## src/rtl/setting_display_pkg.sv

```systemverilog
// setting_display_pkg: glyph codes, active-low segment patterns, default scan/blink dividers
// and the digit-content decode shared by the settings display.
package setting_display_pkg;

    typedef enum logic [3:0] {G_0, G_1, G_2, G_DASH, G_S, G_E, G_BLANK} glyph_t;

    localparam logic [7:0] SEG_0     = 8'hC0;
    localparam logic [7:0] SEG_1     = 8'hF9;
    localparam logic [7:0] SEG_2     = 8'hA4;
    localparam logic [7:0] SEG_DASH  = 8'hBF;
    localparam logic [7:0] SEG_S     = 8'h92;
    localparam logic [7:0] SEG_E     = 8'h86;
    localparam logic [7:0] SEG_BLANK = 8'hFF;

    localparam int SCAN_DIV_DEF  = 50000;
    localparam int BLINK_DIV_DEF = 12500000;

    // digit3 = mode, digit2 = dash, digit1 = map (3 is illegal -> 'E'), digit0 = selecting flag
    function automatic glyph_t digit_code(input logic [1:0] idx, input logic mode,
                                          input logic [1:0] map, input logic sel);
        return idx == 2'd3 ? (mode ? G_1 : G_0) :
               idx == 2'd2 ? G_DASH :
               idx == 2'd1 ? (map == 2'd0 ? G_0 : map == 2'd1 ? G_1 : map == 2'd2 ? G_2 : G_E) :
               (sel ? G_S : G_BLANK);
    endfunction

endpackage

```

## src/rtl/setting_display_glyph.sv

```systemverilog
// seg_glyph: combinational glyph code to active-low 7-segment pattern (dp off).
module seg_glyph
    import setting_display_pkg::*;
(
    input  glyph_t     code,
    output logic [7:0] seg
);

    always_comb begin
        seg = code == G_0    ? SEG_0    :
              code == G_1    ? SEG_1    :
              code == G_2    ? SEG_2    :
              code == G_DASH ? SEG_DASH :
              code == G_S    ? SEG_S    :
              code == G_E    ? SEG_E    : SEG_BLANK;
    end

endmodule

```

## src/rtl/setting_display.sv

```systemverilog
// setting_display: multiplexed 4-digit 7-segment view of the settings state (mode, map, cursor).
// SETTING_BLINK_EN: cursor field blinks instead of lighting its decimal point.
module setting_display
    import setting_display_pkg::*;
#(
    parameter int SCAN_DIV  = SCAN_DIV_DEF,
    parameter int BLINK_DIV = BLINK_DIV_DEF
) (
    input  logic       clk,
    input  logic       rst,
    input  logic       cursor,
    input  logic       mode,
    input  logic [1:0] map,
    input  logic       selecting,
    output logic [3:0] seg_an,
    output logic [7:0] seg_cat
);

    localparam int SW = $clog2(SCAN_DIV);

    if (SCAN_DIV < 2 || BLINK_DIV < 2) begin : g_bad_div
        $error("SCAN_DIV and BLINK_DIV must be >= 2");
    end

    logic          s_cur, s_mode, s_sel;
    logic [1:0]    s_map;
    logic [SW-1:0] scan_cnt;
    logic [1:0]    idx;
    logic          scan_term, mark;
    glyph_t        code;
    logic [7:0]    glyph, cat_n;

    assign scan_term = scan_cnt == SW'(SCAN_DIV - 1);
    assign code      = digit_code(idx, s_mode, s_map, s_sel);
    assign mark      = s_sel && idx == (s_cur ? 2'd1 : 2'd3);

    seg_glyph u_glyph (.code(code), .seg(glyph));

`ifdef SETTING_BLINK_EN
    localparam int BW = $clog2(BLINK_DIV);

    logic [BW-1:0] blink_cnt;
    logic          phase;

    // Restart on cursor moves so the newly selected field is visible straight away
    always_ff @(posedge clk) begin
        if (rst || !s_sel || cursor != s_cur) begin
            blink_cnt <= '0;
            phase     <= 1'b1;
        end else begin
            blink_cnt <= blink_cnt == BW'(BLINK_DIV - 1) ? '0 : blink_cnt + 1'b1;
            phase     <= blink_cnt == BW'(BLINK_DIV - 1) ? ~phase : phase;
        end
    end

    assign cat_n = mark && !phase ? SEG_BLANK : glyph;
`else
    assign cat_n = {glyph[7] & ~mark, glyph[6:0]};
`endif

    always_ff @(posedge clk) begin
        if (rst) begin
            s_cur    <= 1'b0;
            s_mode   <= 1'b0;
            s_map    <= 2'd0;
            s_sel    <= 1'b0;
            scan_cnt <= '0;
            idx      <= 2'd0;
            seg_an   <= 4'hF;
            seg_cat  <= 8'hFF;
        end else begin
            s_cur    <= cursor;
            s_mode   <= mode;
            s_map    <= map;
            s_sel    <= selecting;
            scan_cnt <= scan_term ? '0 : scan_cnt + 1'b1;
            idx      <= idx + {1'b0, scan_term};
            seg_an   <= ~(4'b0001 << idx);
            seg_cat  <= cat_n;
        end
    end

endmodule

```

## config.mk

```make
export PLATFORM = sky130hd
export DESIGN_NAME = setting_display
export DESIGN_NICKNAME = d
export VERILOG_FILES = /design/src/rtl/setting_display_pkg.sv /design/src/rtl/setting_display_glyph.sv /design/src/rtl/setting_display.sv
export SDC_FILE = /design/constraint.sdc
export NUM_CORES = 1
export LEC_CHECK = 0
export BUFFER_PORTS_ARGS = -buffer_cell sky130_fd_sc_hd__buf_4
export CORE_MARGIN = 4
export CORE_UTILIZATION = 50
export DETAILED_ROUTE_END_ITERATION = 16
export PLACE_DENSITY = 0.7
export SKIP_LAST_GASP = 1
export SYNTH_ARGS = -nofsm -noshare
export SYNTH_HDL_FRONTEND = slang
export SYNTH_HIERARCHICAL = 1
export SYNTH_SLANG_ARGS = --single-unit
```

## constraint.sdc

```tcl
create_clock -name clk -period 4.4 [get_ports clk]
set_input_delay 0.88 -clock clk [delete_from_list [all_inputs] [get_ports clk]]
set_output_delay 0.88 -clock clk [all_outputs]
set_load 0.05 [all_outputs]
```

==> flow_metrics.env <==
export IMPL_crit_buf_inv=0
export IMPL_dpl_instance_area_mm2=0.001559
export IMPL_yosys_most_used_dff="dfxtp_1"
export IMPL_synth_area_leaders="dfxtp_1, xnor2_1, nor2_1, or2_2, nor2b_1"
export IMPL_place_gp_congestion=0.8491
export IMPL_cp_data_required_time_ns=4.63
export IMPL_post_route_min_period_ns=1.870
export IMPL_vdd_drop_max_uv=309.5
export IMPL_drt_wl_total_um=2208
export IMPL_criticalPathCategory="flop to flop"
export IMPL_post_cts_setup_buffers=0
export IMPL_start_kind="flop"
export IMPL_grtUsageMet3_pct=8.595
export IMPL_postSynthCellCount=153
export IMPL_drive_gt1_share_pct=20.69
export IMPL_status="complete, no violations"
export IMPL_tns_ns=0
export IMPL_cts_inserted_buffers=5
export IMPL_hold_violations=0
export IMPL_power_density_mw_per_mm2=330.5
export IMPL_drc=0
export IMPL_num_rows=19
export IMPL_hpwl_um=1539
export IMPL_cp_cell_sequence="or3b_2 -> a21oi_1 -> xor2_1 -> nand2b_1 -> or2_2"
export IMPL_grt_max_degree=22
export IMPL_async_flop_share_pct=0
export IMPL_ctsResizeCount=0
export IMPL_ctsHoldBuffers=0
export IMPL_io_buffers=18
export IMPL_crit_path_end_kind="flop"
export IMPL_netlist_area_leader_share_pct=49.21
export IMPL_netlist_area_mm2=0.001424
export IMPL_h_tree_depth=2
export IMPL_ioPinCount=19
export IMPL_fin_crit_sh_pct=42.49
export IMPL_synth_top_area_cell="dfxtp_1"
export IMPL_holdWs_ns=0.4758
export IMPL_seq_area_um2=700.7
export IMPL_fmax_mhz=534.8
export IMPL_grt_overflow_total=0
export IMPL_place_ws_ns=2.522
export IMPL_num_antenna_cells=0
export IMPL_areaGrowthSynthToFinish_pct=13.44
export IMPL_multiInputGateArea_um2=669.4
export IMPL_grtUsageTotal_pct=14.19
export IMPL_holdCritPathClass="flop to flop"
export IMPL_fillers=249
export IMPL_clock_root_buffer="clkbuf_4"
export IMPL_cts_sinks=35
export IMPL_synth_area_per_cell_um2=9.306
export IMPL_ys_types=33
export IMPL_crit_family="simple AND/OR/NAND/NOR gates"
export IMPL_antenna_left=0
export IMPL_clk_pin_slew_ns=0.10
export IMPL_use_met2_pct=23.56
export IMPL_max_stage_delay_ns=0.49
export IMPL_clock_latency_ns=0.34
export IMPL_grt_setup_unrepaired="no"
export IMPL_coreArea_mm2=0.002734
export IMPL_die_x_um=61.37
export IMPL_ys_seq_elements=35
export IMPL_initial_core_util_pct=52.08
export IMPL_grt_util_met1_pct=14.10
export IMPL_total_leakage_power_uw=0.0006026
export IMPL_finalNetCount=183
export IMPL_synth_warnings=6
export IMPL_chipHeight_um=61.37
export IMPL_cp_slowest_cell="or3b_2"
export IMPL_worstPathArrival_ns=2.10
export IMPL_vias=1030
export IMPL_clock_path_buffers=2
export IMPL_finalMaxSlewViolations=0
export IMPL_path_max_fanout=11
export IMPL_maxCapViolations=0
export IMPL_busiest_layer="met2"
export IMPL_antenna_found_initial=0
export IMPL_wl_per_cell_um=10.77
export IMPL_drtPass1Iterations=4
export IMPL_synth_seq_area_share_pct=49.21
export IMPL_vias_per_cell=5.024
export IMPL_setup_viol=0
export IMPL_drt_initial_drc_count=26
export IMPL_setup_slack_ns=2.530
export IMPL_cts_tree="built"
export IMPL_dieArea_mm2=0.003766
export IMPL_skew_ns=0.01003
export IMPL_first_global_vias=925
export IMPL_grt_pass1_wl_um=3753
export IMPL_synth_edf_count=0
export IMPL_fin_area_mm2=0.001615
## cell type report
type,instances,share of cell area [%]
flip-flops and latches,35,43.38
multi-input cells,110,41.44
repair buffers,18,8.366
clock buffers,6,3.176
well taps,31,2.401
inverters,4,0.9295
clock inverters,1,0.3098
## sequential cells by signal, summed over array words and instances, names as in the netlist
register and count:
s_mode 1, idx 2, scan_cnt 16, s_map 2
seg_cat 8, s_sel 1, s_cur 1, seg_an 4
## stage by stage
stage               std cells  total power [uW]  utilization (%)
CTS                       205             540.3            59.08
detailed placement        198             367.0            57.03
global placement          198             366.0            57.03
finish                    205             533.8            59.08
global route              205             563.2            59.08
floorplan                 158             359.5                -
## cell families (layout without fill, tap and decap cells)
logic type | Yosys count | count (layout) | synth area share [%]
flops | 35 | 35 | 49.21
fa+ha+maj | 2 | 2 | 1.757
simple gates | 77 | 77 | 29.88
xor+xnor | 17 | 17 | 10.46
compound gates | 7 | 7 | 3.076
other cells | 2 | 7 | 0.5274
buf+inv | 13 | 29 | 5.095
## report_power, final
part	total (uW)	internal, uW	switching (uW)	leakage, uW
sequential	328	324	3.95	0.000285
combinational	31.6	13.1	18.5	0.000283
clock	175	73.9	101	0.0000341
## path summary, 6_finish.rpt
kind	start	to	slack, ns	cells after the start
max	idx[1]	seg_cat[6]	2.53	5
min	scan_cnt[0]	scan_cnt[0]	0.48	1
max reg2reg	idx[1]	seg_cat[6]	2.53	5
min reg2reg	scan_cnt[0]	scan_cnt[0]	0.48	1
## layout by cell type, fill, tap and decap left out
cell | synthesis | layout
nor3b_1 | 1 | 1
clkbuf_4 | 0 | 5
or3b_2 | 2 | 2
nor2_1 | 22 | 22
and4_4 | 1 | 1
dfxtp_1 | 35 | 35
nand2b_1 | 2 | 2
nor4_1 | 5 | 5
a21o_1 | 1 | 1
nand3b_1 | 1 | 1
buf_4 | 2 | 18
ha_1 | 2 | 2
or2_1 | 1 | 1
clkbuf_8 | 0 | 1
clkinv_2 | 0 | 1
nor4bb_1 | 1 | 1
nand3_1 | 6 | 6
a31oi_1 | 1 | 1
a211o_2 | 1 | 1
nand4_1 | 5 | 5
a21oi_1 | 4 | 4
or2_2 | 7 | 7
nor3_1 | 4 | 4
or3_1 | 1 | 1
inv_1 | 4 | 4
conb_1 | 2 | 7
xnor2_1 | 13 | 13
nand2_1 | 8 | 8
nor2b_1 | 6 | 6
nor4b_1 | 1 | 1
and3_1 | 1 | 1
and4bb_1 | 2 | 2
xor2_1 | 4 | 4
## Yosys cell counts, types with 5 or more instances
| cell type | count |
|---|---|
| dfxtp_1 | 35 |
| nand2_1 | 8 |
| nand3_1 | 6 |
| nand4_1 | 5 |
| nor2_1 | 22 |
| nor2b_1 | 6 |
| nor4_1 | 5 |
| or2_2 | 7 |
| xnor2_1 | 13 |
## per-layer routing
| metal | routed length, um | part of all wire [%] | vias up |
|---|---|---|---|
| met4 | 51 | 2.3 | 0 |
| met3 | 152 | 6.9 | 6 |
| met2 | 1059 | 48 | 20 |
| met1 | 946 | 43 | 462 |
| li1 | - | - | 542 |
| met5 | 0 | 0 | - |
Power figures use the tool's default switching activity.
